File: src/rtl/mem_sram_access_pkg.sv
// ============================================================================
//  Module  : mem_sram_access_pkg
//  Purpose : Shared definitions for the MEM-stage data-memory access engine.
//            Memory-op codes, read-select (dre) codes, the default device
//            region tag, access-size and FSM state encodings, and a lane-mask
//            helper used by the lane generator.
//  Revision: 1.0 - initial release
// ============================================================================
`default_nettype none

package mem_sram_access_pkg;

    // Memory-op codes carried on mem_op_i (store word arrives on mem_sw_i)
    localparam logic [2:0] OP_NONE = 3'd0;
    localparam logic [2:0] OP_LB   = 3'd1;
    localparam logic [2:0] OP_LBU  = 3'd2;
    localparam logic [2:0] OP_LH   = 3'd3;
    localparam logic [2:0] OP_LHU  = 3'd4;
    localparam logic [2:0] OP_LW   = 3'd5;
    localparam logic [2:0] OP_SB   = 3'd6;
    localparam logic [2:0] OP_SH   = 3'd7;

    // Read-select code: {unsigned, lane[3:0]}, lane bit 3 = byte offset 0
    localparam logic [4:0] DRE_NONE = 5'b00000;

    // addr[31:16] value of the device (MMIO) region
    localparam logic [15:0] DEV_TAG_DEFAULT = 16'hbfaf;

    typedef enum logic [1:0] {
        SZ_NONE = 2'd0,
        SZ_BYTE = 2'd1,
        SZ_HALF = 2'd2,
        SZ_WORD = 2'd3
    } size_t;

    typedef enum logic [1:0] {
        ST_IDLE = 2'd0,
        ST_REQ  = 2'd1,
        ST_WAIT = 2'd2,
        ST_DONE = 2'd3
    } state_t;

    // Byte lanes touched by an access of the given size at the given offset.
    // Offset 0 maps to lane bit 3 (data bits [31:24]).
    function automatic logic [3:0] lane_mask(input logic [1:0] offset, input size_t size);
        logic [3:0] m;
        m = 4'b0000;
        case (size)
            SZ_BYTE: m = 4'b1000 >> offset;
            SZ_HALF: m = offset[1] ? 4'b0011 : 4'b1100;
            SZ_WORD: m = 4'b1111;
            default: m = 4'b0000;
        endcase
        return m;
    endfunction

endpackage

`default_nettype wire

File: src/rtl/mem_sram_access_if.sv
// ============================================================================
//  Module  : mem_sram_access_if
//  Purpose : SRAM-like data bus between the MEM-stage access engine (master)
//            and the data memory / bridge (slave).
//  Signals : data_req, data_wr, data_wstrb, data_addr, data_wdata  (master->slave)
//            data_addr_ok, data_data_ok, data_rdata                  (slave->master)
//  Revision: 1.0 - initial release
// ============================================================================
`default_nettype none

interface mem_sram_access_if #(
    parameter int ADDR_W = 32
);
    logic              data_req;
    logic              data_wr;
    logic [3:0]        data_wstrb;
    logic [ADDR_W-1:0] data_addr;
    logic [31:0]       data_wdata;
    logic              data_addr_ok;
    logic              data_data_ok;
    logic [31:0]       data_rdata;

    modport master (
        output data_req,
        output data_wr,
        output data_wstrb,
        output data_addr,
        output data_wdata,
        input  data_addr_ok,
        input  data_data_ok,
        input  data_rdata
    );

    modport slave (
        input  data_req,
        input  data_wr,
        input  data_wstrb,
        input  data_addr,
        input  data_wdata,
        output data_addr_ok,
        output data_data_ok,
        output data_rdata
    );
endinterface

`default_nettype wire

File: src/rtl/mem_sram_access_lane_gen.sv
// ============================================================================
//  Module  : mem_sram_access_lane_gen
//  Purpose : Combinational decode of a memory op into bus lane controls.
//  Ports   : op, sw, addr_lo, device, wdata_in  -> decoded access
//            is_load, is_store                  -> access class
//            dre                                -> write-back read-select code
//            wstrb, wdata                       -> store lanes and placed data
//            adel, ades                         -> misaligned load / store
//  Revision: 1.0 - initial release
// ============================================================================
`default_nettype none

module mem_sram_access_lane_gen
    import mem_sram_access_pkg::*;
(
    input  wire logic [2:0]  op,
    input  wire logic        sw,
    input  wire logic [1:0]  addr_lo,
    input  wire logic        device,
    input  wire logic [31:0] wdata_in,
    output logic             is_load,
    output logic             is_store,
    output logic [4:0]       dre,
    output logic [3:0]       wstrb,
    output logic [31:0]      wdata,
    output logic             adel,
    output logic             ades
);

    size_t       w_size;
    logic        w_unsigned;
    logic [3:0]  w_mask;
    logic        w_misalign;
    logic [31:0] w_swapped;
    logic [31:0] w_byte_hi;
    logic [31:0] w_placed;

    always_comb begin
        is_load    = 1'b0;
        is_store   = 1'b0;
        w_unsigned = 1'b0;
        w_size     = SZ_NONE;
        if (sw) begin
            is_store = 1'b1;
            w_size   = SZ_WORD;
        end else begin
            case (op)
                OP_LB:   begin is_load  = 1'b1; w_size = SZ_BYTE; end
                OP_LBU:  begin is_load  = 1'b1; w_size = SZ_BYTE; w_unsigned = 1'b1; end
                OP_LH:   begin is_load  = 1'b1; w_size = SZ_HALF; end
                OP_LHU:  begin is_load  = 1'b1; w_size = SZ_HALF; w_unsigned = 1'b1; end
                OP_LW:   begin is_load  = 1'b1; w_size = SZ_WORD; end
                OP_SB:   begin is_store = 1'b1; w_size = SZ_BYTE; end
                OP_SH:   begin is_store = 1'b1; w_size = SZ_HALF; end
                default: begin is_load  = 1'b0; end
            endcase
        end
    end

    assign w_mask     = lane_mask(addr_lo, w_size);
    assign w_misalign = ((w_size == SZ_HALF) && addr_lo[0]) ||
                        ((w_size == SZ_WORD) && (addr_lo != 2'b00));

    assign dre   = is_load  ? {w_unsigned, w_mask} : DRE_NONE;
    assign wstrb = is_store ? w_mask : 4'b0000;
    assign adel  = is_load  & w_misalign;
    assign ades  = is_store & w_misalign;

    // RAM region is byte-swapped: the CPU's lowest-address byte (rt[7:0])
    // travels in the lane of its offset, offset 0 being bits [31:24].
    assign w_swapped = {wdata_in[7:0], wdata_in[15:8], wdata_in[23:16], wdata_in[31:24]};
    assign w_byte_hi = {wdata_in[7:0], 24'h000000};

    always_comb begin
        w_placed = 32'h0000_0000;
        case (w_size)
            SZ_BYTE: w_placed = w_byte_hi >> {addr_lo, 3'b000};
            SZ_HALF: w_placed = addr_lo[1] ? {16'h0000, wdata_in[7:0], wdata_in[15:8]}
                                           : {wdata_in[7:0], wdata_in[15:8], 16'h0000};
            SZ_WORD: w_placed = w_swapped;
            default: w_placed = 32'h0000_0000;
        endcase
    end

    // Device registers see the store operand untouched; the strobe picks lanes.
    assign wdata = !is_store ? 32'h0000_0000 : (device ? wdata_in : w_placed);

endmodule

`default_nettype wire

File: src/rtl/mem_sram_access.sv
// ============================================================================
//  Module  : mem_sram_access
//  Purpose : MEM-stage data-memory access engine. Issues one load/store per
//            pipeline slot over the req/addr_ok/data_ok bus, stalls the
//            pipeline while busy and hands write-back the raw load word.
//  Ports   : cpu_clk_50M, cpu_rst (async, active high)
//            mem_op_i, mem_sw_i, mem_addr_i, mem_wdata_i, flush_i  (from EX/MEM)
//            bus (master modport of mem_sram_access_if)
//            stall_req_o, dm_o, dre_o, device_o, adel_o, ades_o    (to pipeline)
//  Revision: 1.0 - initial release
// ============================================================================
`default_nettype none

module mem_sram_access
    import mem_sram_access_pkg::*;
#(
    parameter logic [15:0] DEV_TAG = DEV_TAG_DEFAULT,
    parameter int          ADDR_W  = 32
) (
    input  wire logic              cpu_clk_50M,
    input  wire logic              cpu_rst,
    input  wire logic [2:0]        mem_op_i,
    input  wire logic              mem_sw_i,
    input  wire logic [ADDR_W-1:0] mem_addr_i,
    input  wire logic [31:0]       mem_wdata_i,
    input  wire logic              flush_i,
    mem_sram_access_if.master      bus,
    output logic                   stall_req_o,
    output logic [31:0]            dm_o,
    output logic [4:0]             dre_o,
    output logic                   device_o,
    output logic                   adel_o,
    output logic                   ades_o
);

    state_t      r_state;
    state_t      w_next;
    logic        r_is_load;

    logic        w_is_load;
    logic        w_is_store;
    logic [4:0]  w_dre;
    logic [3:0]  w_wstrb;
    logic [31:0] w_wdata;
    logic        w_adel;
    logic        w_ades;
    logic        w_device;
    logic        w_launch;
    logic        w_accept;
    logic        w_resp;
    logic        w_kill;

    assign w_device = (mem_addr_i[ADDR_W-1 -: 16] == DEV_TAG);

    mem_sram_access_lane_gen u_lane_gen (
        .op       (mem_op_i),
        .sw       (mem_sw_i),
        .addr_lo  (mem_addr_i[1:0]),
        .device   (w_device),
        .wdata_in (mem_wdata_i),
        .is_load  (w_is_load),
        .is_store (w_is_store),
        .dre      (w_dre),
        .wstrb    (w_wstrb),
        .wdata    (w_wdata),
        .adel     (w_adel),
        .ades     (w_ades)
    );

    // The op stays parked in MEM while stall_req_o is high, so only the IDLE
    // state looks at it; REQ/WAIT/DONE ignore the held copy.
    assign w_launch = (r_state == ST_IDLE) && (w_is_load || w_is_store) &&
                      !w_adel && !w_ades && !flush_i && !cpu_rst;

    assign w_accept = (r_state == ST_REQ) && bus.data_addr_ok;

    // data_ok only counts once the address phase has been accepted.
    assign w_resp = (w_accept && bus.data_data_ok) ||
                    ((r_state == ST_WAIT) && bus.data_data_ok);

    // A flush after acceptance cannot cancel the bus transaction; it only
    // suppresses the write-back select.
    assign w_kill = flush_i && (w_accept || (r_state == ST_WAIT));

    // ------------------------------------------------------------------
    // FSM
    // ------------------------------------------------------------------
    always_ff @(posedge cpu_clk_50M or posedge cpu_rst) begin
        if (cpu_rst) begin
            r_state <= ST_IDLE;
        end else begin
            r_state <= w_next;
        end
    end

    always_comb begin
        w_next = r_state;
        case (r_state)
            ST_IDLE: begin
                if (w_launch) begin
                    w_next = ST_REQ;
                end
            end
            ST_REQ: begin
                if (bus.data_addr_ok) begin
                    w_next = bus.data_data_ok ? ST_DONE : ST_WAIT;
                end else if (flush_i) begin
                    w_next = ST_IDLE;
                end
            end
            ST_WAIT: begin
                if (bus.data_data_ok) begin
                    w_next = ST_DONE;
                end
            end
            ST_DONE: begin
                w_next = ST_IDLE;
            end
            default: begin
                w_next = ST_IDLE;
            end
        endcase
    end

    // ------------------------------------------------------------------
    // Bus request fields and write-back outputs
    // ------------------------------------------------------------------
    always_ff @(posedge cpu_clk_50M or posedge cpu_rst) begin
        if (cpu_rst) begin
            r_is_load      <= 1'b0;
            bus.data_wr    <= 1'b0;
            bus.data_wstrb <= 4'b0000;
            bus.data_addr  <= '0;
            bus.data_wdata <= 32'h0000_0000;
            dre_o          <= DRE_NONE;
            device_o       <= 1'b0;
            dm_o           <= 32'h0000_0000;
        end else begin
            if (w_launch) begin
                r_is_load      <= w_is_load;
                bus.data_wr    <= w_is_store;
                bus.data_wstrb <= w_wstrb;
                bus.data_addr  <= {mem_addr_i[ADDR_W-1:2], 2'b00};
                bus.data_wdata <= w_wdata;
                dre_o          <= w_dre;
                device_o       <= w_device;
            end
            if (w_kill) begin
                dre_o <= DRE_NONE;
            end
            if (w_resp && r_is_load) begin
                dm_o <= bus.data_rdata;
            end
        end
    end

    // Request is a pure decode of the state register, so it is glitch-free
    // and stays high until the address phase is accepted or flushed.
    assign bus.data_req = (r_state == ST_REQ);

    // Launch term stalls the very cycle the op arrives (no bubble).
    assign stall_req_o = (r_state == ST_REQ) || (r_state == ST_WAIT) || w_launch;

    assign adel_o = (r_state == ST_IDLE) && w_adel && !cpu_rst;
    assign ades_o = (r_state == ST_IDLE) && w_ades && !cpu_rst;

endmodule

`default_nettype wire
File: src/flat_wrapper.sv
// flat-port wrapper written by rule: the top's interface ports become plain ports
module mem_sram_access_flat import mem_sram_access_pkg::*;
#(
    parameter logic [15:0] DEV_TAG = DEV_TAG_DEFAULT,
    parameter int          ADDR_W  = 32
)
  (cpu_clk_50M, cpu_rst, mem_op_i, mem_sw_i, mem_addr_i, mem_wdata_i, flush_i, stall_req_o, dm_o, dre_o, device_o, adel_o, ades_o, bus_data_req, bus_data_wr, bus_data_wstrb, bus_data_addr, bus_data_wdata, bus_data_addr_ok, bus_data_data_ok, bus_data_rdata);
  mem_sram_access_if #(.ADDR_W(ADDR_W)) bus_i ();
  input  wire logic cpu_clk_50M;
  input  wire logic cpu_rst;
  input  wire logic [2:0] mem_op_i;
  input  wire logic mem_sw_i;
  input  wire logic [ADDR_W-1:0] mem_addr_i;
  input  wire logic [31:0] mem_wdata_i;
  input  wire logic flush_i;
  output logic stall_req_o;
  output logic [31:0] dm_o;
  output logic [4:0] dre_o;
  output logic device_o;
  output logic adel_o;
  output logic ades_o;
  output wire logic [$bits(bus_i.data_req)-1:0] bus_data_req;
  output wire logic [$bits(bus_i.data_wr)-1:0] bus_data_wr;
  output wire logic [$bits(bus_i.data_wstrb)-1:0] bus_data_wstrb;
  output wire logic [$bits(bus_i.data_addr)-1:0] bus_data_addr;
  output wire logic [$bits(bus_i.data_wdata)-1:0] bus_data_wdata;
  input wire logic [$bits(bus_i.data_addr_ok)-1:0] bus_data_addr_ok;
  input wire logic [$bits(bus_i.data_data_ok)-1:0] bus_data_data_ok;
  input wire logic [$bits(bus_i.data_rdata)-1:0] bus_data_rdata;
  assign bus_data_req = bus_i.data_req;
  assign bus_data_wr = bus_i.data_wr;
  assign bus_data_wstrb = bus_i.data_wstrb;
  assign bus_data_addr = bus_i.data_addr;
  assign bus_data_wdata = bus_i.data_wdata;
  assign bus_i.data_addr_ok = bus_data_addr_ok;
  assign bus_i.data_data_ok = bus_data_data_ok;
  assign bus_i.data_rdata = bus_data_rdata;
  mem_sram_access #(.DEV_TAG(DEV_TAG), .ADDR_W(ADDR_W)) u_core (.cpu_clk_50M(cpu_clk_50M), .cpu_rst(cpu_rst), .mem_op_i(mem_op_i), .mem_sw_i(mem_sw_i), .mem_addr_i(mem_addr_i), .mem_wdata_i(mem_wdata_i), .flush_i(flush_i), .bus(bus_i), .stall_req_o(stall_req_o), .dm_o(dm_o), .dre_o(dre_o), .device_o(device_o), .adel_o(adel_o), .ades_o(ades_o));
endmodule
File: config.mk
export PLATFORM = sky130hd
export DESIGN_NAME = mem_sram_access_flat
export DESIGN_NICKNAME = d
export VERILOG_FILES = /design/src/rtl/mem_sram_access_pkg.sv /design/src/rtl/mem_sram_access_if.sv /design/src/rtl/mem_sram_access_lane_gen.sv /design/src/rtl/mem_sram_access.sv /design/src/flat_wrapper.sv
export SDC_FILE = /design/constraint.sdc
export NUM_CORES = 1
export LEC_CHECK = 0
export BUFFER_PORTS_ARGS = -buffer_cell sky130_fd_sc_hd__buf_4
export CORE_ASPECT_RATIO = 1.4
export CORE_MARGIN = 2
export CORE_UTILIZATION = 49
export CTS_BUF_LIST = sky130_fd_sc_hd__clkbuf_4 sky130_fd_sc_hd__clkbuf_8
export DETAILED_ROUTE_END_ITERATION = 7
export PLACE_DENSITY = 0.86
export SLEW_MARGIN = 30
export SYNTH_ARGS = -nofsm -noshare
export SYNTH_HDL_FRONTEND = slang
export SYNTH_SLANG_ARGS = --single-unit
File: constraint.sdc
create_clock -name cpu_clk_50M -period 6.3 [get_ports cpu_clk_50M]
set_input_delay 0.945 -clock cpu_clk_50M [delete_from_list [all_inputs] [get_ports cpu_clk_50M]]
set_output_delay 0.945 -clock cpu_clk_50M [all_outputs]
set_load 0.02 [all_outputs]
; ---- Word-level counts from Yosys, hierarchy flattened
; Cells that the tools add are included.
[op_classes]
add_sub_neg = 0
multipliers = 0
n_div = 0
n_lt_le_gt_ge = 0
n_eq_ne = 17
n_shift = 2
muxes = 24
bitwise_logic = 2
n_reduce_logical = 35
[op_table]
columns = operator, n
row1 = 2-to-1 mux 32 bit, 3
row2 = one-hot mux 32 bit (3 select lines), 1
row3 = right shift 32 x 5 -> 32 bit, 1
row4 = "== test 16 bit, second input constant", 1
row5 = logical AND 1 bit, 16
row6 = 2-to-1 mux 5 bit, 3
row7 = "== test 3 bit, second input constant", 4
row8 = one-hot mux 4 bit (3 select lines), 1
row9 = 2-to-1 mux 2 bit, 5
row10 = "== test 2 bit, second input constant", 4
row11 = 2-to-1 mux 4 bit, 2
row12 = one-hot mux 2 bit (4 select lines), 1
row13 = 2-to-1 mux 1 bit, 7
row14 = "== test 3 x 2 -> 1 bit, second input constant", 2
row15 = logical OR 1 bit, 6
row16 = one-hot mux 2 bit (3 select lines), 1
row17 = OR reduction 3 bit, 2
row18 = OR reduction 5 bit, 1
row19 = "== test 2 x 1 -> 1 bit, second input constant", 2
row20 = logical NOT 1 bit, 4
row21 = nonzero test 2 bit, 2
row22 = OR reduction 2 bit, 2
row23 = "right shift 4 x 2 -> 4 bit, first input constant", 1
row24 = "== test 3 x 1 -> 1 bit, second input constant", 1
row25 = 6 further kinds, 7
[totals]
ff_bits = 108
latchBits = 0
ramBits = 0
rom_bits = 0
in_bits = 105
out_inout_bits = 111
word_cells = 89
mem_count = 0

; ---- Logic depth before layout (Yosys ltp)
; Gate-level depths: netlist (run 1).
[depth]
word_depth = 15
ltp_mapped = 8
ltp_nobuf = 7

; ---- Cells and area by module
; A second synthesis (run 1) with hierarchy kept.
[hier_totals]
cells_unflattened = 406
area_unflattened_um2 = 5196.2
[by_module_without_submodules]
columns = mod, n_inst, cells_per_inst, area_per_inst_um2, seq_area_each_um2
row1 = mem_sram_access, 1, 261, 4231.6, 2702.6
row2 = mem_sram_access_lane_gen, 1, 145, 964.7, 0.0

; ---- Worst setup path after synthesis (run 1)
; No wires, ideal clock.
[synth_timing]
path_kind = in2out
startpoint = input port cpu_rst
endpoint = output port stall_req_o
arrival_time_ns = 4.486
required_time_ns = 5.355
path_slack_ns = 0.869
path_stages = 6
n_path_buf = 2
path_cell_list = inv_1 nand3b_1 a211o_1 buf_2 buf_6 nand2b_1
[synth_between]
elab_chain_len = 3
[synth_lines]
columns = element, line_no
row1 = start: declaration, flat_wrapper.sv:10  ; input wire logic cpu_rst;
row2 = logical NOT 1 bit, mem_sram_access.sv:73  ; !w_adel && !w_ades && !flush_i && !cpu_rst;
row3 = logical AND 1 bit, mem_sram_access.sv:73
row4 = logical OR 1 bit, mem_sram_access.sv:162  ; assign stall_req_o = (r_state == ST_REQ) || (r_state == ST_WAIT) || w_launch;
row5 = end: declaration, flat_wrapper.sv:16  ; output logic stall_req_o;
; Every way passes these cells.

; ---- Final worst setup path (run 1)
; Ends and elaborated chain as after synthesis.

==> impl_metrics.ini, run 1 <==
[logic_synthesis]
synth.distinct_cells = 45
ys_ff_latch = 108
synthSimpleGateAreaFrac_pct = 8.38
synth.top_cells.by_count = 108 x dfrtp_1, 62 x mux2_2, 54 x o21ai_0
synth_edf_count = 0
synth-compound-area-share_pct = 17.1
syn-cell-area_um2 = 4880
async_flop_share_pct = 100
synth.most_common_cell = dfrtp_1
yosysSeqAreaShare_pct = 55.3
synth_xor_area_share_pct = 0.179
synth.largest_area_cell = dfrtp_1
ys.flop_type = dfrtp_1
synth_top_area_share_pct = 55.3
syn_area_per_cell_um2 = 11.5
ys_warn_count = 0
synth_top_family_by_area = compound AO/OA/AOI/OAI gates
synthMuxAreaShare_pct = 14.7
synthAdderAreaFrac_pct = 1.02
synthTopCellsByArea = dfrtp_1 55%, mux2_2 14%, o21ai_0 5.5%
syn-instance-count = 423

[layout]
drive_above_1_share_pct = 48.7
syn2layout_area_growth_pct = 37.9
stdcell_count = 763
stdcell_area_um2 = 6740
fin_util_pct = 68.8
nets = 732
n_antenna_cell = 0
fillers = 731

[cts]
clkTransAtPathRegs_ps = 100
cts_tree = built
cts_hold_buf = 0
cts_resized = 0
post_cts_buffers = 0
cts-root-buf = clkbuf_8
htree_num_levels = 3
clock_latency_ps = 380
cts_buffers = 9
cts_buffer_depth = 2
numClockSinks = 108

[route]
dr.pass1.iters = 5
wirelength_um = 13700
num_vias = 4341
drt_iter0_drc = 317
ant_nets = 0
drt-wirelength-per-cell_um = 17.9
drc = 0
vias_per_cell = 5.69

[place]
routabilityCongestion = 0.948
numPlacedInstances = 747
portBuffers = 213
place_ws_ps = 2830
hpwl_um = 10400
postPlaceCellArea_um2 = 6560

[setup_path]
crit_type = primary input to output pin
slowest_stage = inv_4
crit_chain = buf_4 -> inv_4 -> nand3b_1 -> a211o_2 -> nand2b_1 -> buf_4
timing.critical_path.mode_cell = buf_4
crit_family = buffers and inverters
startpoint_type = primary input
cp_max_fo = 54
critPathRequiredTime_ps = 5350
max_stage_delay_ps = 460
end_kind = output pin
crit_buf_inv = 3
arrival_ps = 2420

[sta]
finalClockSkew_ps = 9.90
rsz0062_at_grt = false
maxSlewViolCount = 0
period_needed_ps = 3360
slew_headroom_pct = 40.1
fmax_ghz = 0.298
timing.final.crit_share_pct = 53.3
tns_ps = 0
whs_ps = 494
max_slew.worst_pin.slew_ps = 899
timing.final.setup_violations = 0
hold_viol_final = 0
worst_slack_ps = 2940

[floorplanning]
start_util_pct = 49.9
rows = 43
die_h_um = 122
die_x_um = 88.4
core_region_area_um2 = 9790
dieArea_um2 = 10800
io_pins = 216

[global_route]
antenna_found_initial = 0
grt_overflow = 0
grt_max_degree = 83
globalRouteTotalUtil_pct = 25.7
grt_pass1_wl_um = 21300
grt_pass1_vias = 4399

[hold_path]
min_path_type = flop to flop

[power]
irDropWorstVdd_mv = 0.297
p_leak_nw = 3.28
powerDensity_nw_per_um2 = 459
power_mw = 3.09

[job]
maxCapViolCount = 0

[outcome]
status = completed
area by class of cell:
type / count / area, um2 / area share [%]
clock inverters: 4 / 26.3 / 0.390
clock buffers: 12 / 146 / 2.17
multi-input cells: 282 / 2040 / 30.3
flip-flops and latches: 108 / 2700 / 40.1
inverters: 5 / 21.3 / 0.316
repair buffers: 217 / 1630 / 24.2
well taps: 135 / 169 / 2.51
layer usage:
metal  routed length, um  track usage, %  up-vias
li1                    -               -     1946
met1                4800            30.4     2092
met2                7070            42.7      257
met3                1220            5.15       46
met4                 582            14.9        0
met5                   0               0        -
flip-flops by register name, indices dropped and copies added (netlist names), named ones only:
signal / count
u_core.dm_o: 32
u_core.device_o: 1
u_core.dre_o: 5
u_core.bus.data_wstrb: 4
u_core.bus.data_wr: 1
u_core.bus.data_wdata: 32
u_core.r_state: 1
u_core.r_is_load: 1
u_core.bus.data_addr: 30
path summary, 6_finish.rpt:
check | end | cells after the start | from | slack, ps
worst max-delay path | stall_req_o | 6 | cpu_rst | 2940
worst min-delay path | u_core.bus.data_wdata[21] | 2 | u_core.bus.data_wdata[21] | 490
worst max register to register | u_core.dre_o[4] | 7 | u_core.r_state[0] | 3760
worst min register to register | u_core.bus.data_wdata[21] | 2 | u_core.bus.data_wdata[21] | 490
max in group asynchronous | u_core.dm_o[24] | 3 | cpu_rst | 4470
min in group asynchronous | u_core.dm_o[16] | 2 | cpu_rst | 660
worst reg2reg max path, stage by stage, from the launching register on:
cell and delay (ps):
dfrtp_1 430, inv_1 140, ha_1 260, nand3b_1 150, a211o_2 390, buf_4 370, or4_1 590, a21boi_1 150
where the power goes:
part	switching (mW)	total (mW)	leakage (nW)	internal, mW
Sequential	0.192	1.21	1.37	1.01
Clock	0.232	0.389	0.0906	0.157
Combinational	0.803	1.50	1.82	0.695
Total	1.23	3.09	3.28	1.87
logic make-up (layout without fill, tap and decap cells):
family,after synthesis,after routing
AO/OA/AOI/OAI,126,126
XOR/XNOR,1,1
adder cells (fa/ha/maj),4,4
buffers and inverters,34,238
flip-flops,108,108
multiplexers,64,64
other,1,2
AND/OR/NAND/NOR,85,85
layout by cell type (no fill, tap or decap), drive strengths merged, types with 10 or more instances in the layout:
cell and instances:
buf 217, dfrtp 108, a21oi 10, a221oi 16
nand2 52, clkbuf 12, mux2 63, o21ai 61
Power figures use the tool's default switching activity.
==> inputs of run 2 (changes only) <==
==> constraint.sdc (replaced) <==
create_clock -name cpu_clk_50M -period 3.4 [get_ports cpu_clk_50M]
set_input_delay 0.51 -clock cpu_clk_50M [delete_from_list [all_inputs] [get_ports cpu_clk_50M]]
set_output_delay 0.51 -clock cpu_clk_50M [all_outputs]
set_load 0.02 [all_outputs]
==> run 2 against run 1 <==
  * Die area stayed put
  * Cell area increased by 1.0%
  * Cell count grew 0.26%
  * Routed wire length up 1.7%
  * Highest routed layer unchanged
  * Critical path depth did not move
  * Sequential cell count stayed put
  * Power is 89% higher
  * Clock power up 110%
==> impl_metrics.ini, run 2 (synthesized netlist as in run 1, its figures left out) <==
[cts]
cts_buffers = 9
numClockSinks = 108
cts_resized = 0
cts_hold_buf = 0
cts_buffer_depth = 2
clkTransAtPathRegs_ps = 100
cts_tree = built
htree_num_levels = 3
clock_latency_ps = 370
post_cts_buffers = 0
cts-root-buf = clkbuf_8

[layout]
n_antenna_cell = 0
syn2layout_area_growth_pct = 39.3
final_cell_mix = 219 x buf_4, 108 x dfrtp_1, 62 x mux2_2
fin_util_pct = 69.5
reg_top3 = u_core.bus.data_wdata x32, u_core.dm_o x32, u_core.bus.data_addr x30
stdcell_area_um2 = 6800
mostFrequentLayoutCell = buf_4
stdcell_count = 765
nets = 735
drive_above_1_share_pct = 48.9

[setup_path]
crit_chain = inv_1 -> ha_1 -> nand3b_1 -> a211o_2 -> nand2b_4 -> buf_4
max_stage_delay_ps = 490
critPathRequiredTime_ps = 2890
startpoint_type = flop
crit_buf_inv = 2
end_kind = output pin
crit_family = compound AO/OA/AOI/OAI gates
slowest_stage = a211o_2
crit_type = flop to output pin
cp_max_fo = 22
arrival_ps = 2110

[global_route]
grt_max_degree = 78
globalRouteTotalUtil_pct = 25.9
grt_pass1_vias = 4305
antenna_found_initial = 0
grt_overflow = 0
grt_pass1_wl_um = 21300

[floorplanning]
die_h_um = 122
start_util_pct = 49.9
core_region_area_um2 = 9790
die_x_um = 88.4
dieArea_um2 = 10800
rows = 43
io_pins = 216

[sta]
fmax_ghz = 0.381
finalClockSkew_ps = 10.2
worst_slack_ps = 775
timing.final.crit_share_pct = 77.2
timing.final.setup_violations = 0
rsz0062_at_grt = false
whs_ps = 264
maxSlewViolCount = 0
period_needed_ps = 2620
tns_ps = 0
slew_headroom_pct = 44.8
hold_viol_final = 0
max_slew.worst_pin.slew_ps = 823

[power]
power.switching_mw = 2.26
irDropWorstVdd_mv = 0.509
p_clk_share_pct = 14.3
p_seq_share_pct = 38.2
powerDensity_nw_per_um2 = 861
comb_power_share_pct = 47.6
power_mw = 5.86
switching_share_pct = 38.5
p_leak_nw = 3.32
p_int_mw = 3.60

[job]
maxCapViolCount = 0

[route]
drt_iter0_drc = 388
vias_per_cell = 5.68
drt-wirelength-per-cell_um = 18.2
num_vias = 4345
drc = 0
ant_nets = 0
dr.pass1.iters = 5
wirelength_um = 13900

[hold_path]
min_path_type = primary input to asynchronous set/reset pin

[place]
hpwl_um = 10700
routabilityCongestion = 0.918
place_ws_ps = 803
postPlaceCellArea_um2 = 6590
portBuffers = 213
numPlacedInstances = 750

[outcome]
status = completed
-- run 2: worst paths after layout --
kind                                                 from                        end  slack (ps)  depth (start not counted)
worst min-delay path                              cpu_rst            u_core.dre_o[2]         260                          3
worst max register to register          u_core.r_state[0]  u_core.bus.data_wdata[16]        1100                          6
min in group cpu_clk_50M               bus_data_rdata[11]            u_core.dm_o[11]         370                          2
worst min register to register  u_core.bus.data_wdata[22]  u_core.bus.data_wdata[22]         490                          2
worst max-delay path                    u_core.r_state[0]                stall_req_o         780                          6
max in group asynchronous                         cpu_rst  u_core.bus.data_wdata[18]        2120                          4
-- run 2: layout make-up --
class	instances	area, um2
Fill cell	756	2990
Tap cell	135	169
Inverter	5	22.5
Clock buffer	10	131
Sequential cell	108	2700
Clock inverter	5	77.6
Timing Repair Buffer	220	1660
Multi-Input combinational cell	282	2050
-- run 2: power groups by stage --
| stage | registers (mW) | logic (mW) | clock network (mW) |
|---|---|---|---|
| floorplan | 2.92 | 0.804 | 0 |
| global placement | 2.22 | 2.73 | 0 |
| detailed placement | 2.26 | 2.81 | 0 |
| CTS | 2.24 | 2.81 | 0.851 |
| global route | 2.30 | 2.98 | 0.913 |
| finish | 2.24 | 2.79 | 0.835 |
-- run 2: worst min-delay path, cell delays in order --
cell and delay, ps:
buf_4 120, clkinvlp_4 60, buf_4 370
-- run 2: per-layer routing --
layer / GRT usage (%) / up-vias / share of wire, %
met5: 0 / - / 0
met4: 13.7 / 0 / 4.1
met3: 6.64 / 43 / 10
met2: 43.4 / 292 / 52
met1: 29.9 / 2066 / 34
li1: - / 1944 / -
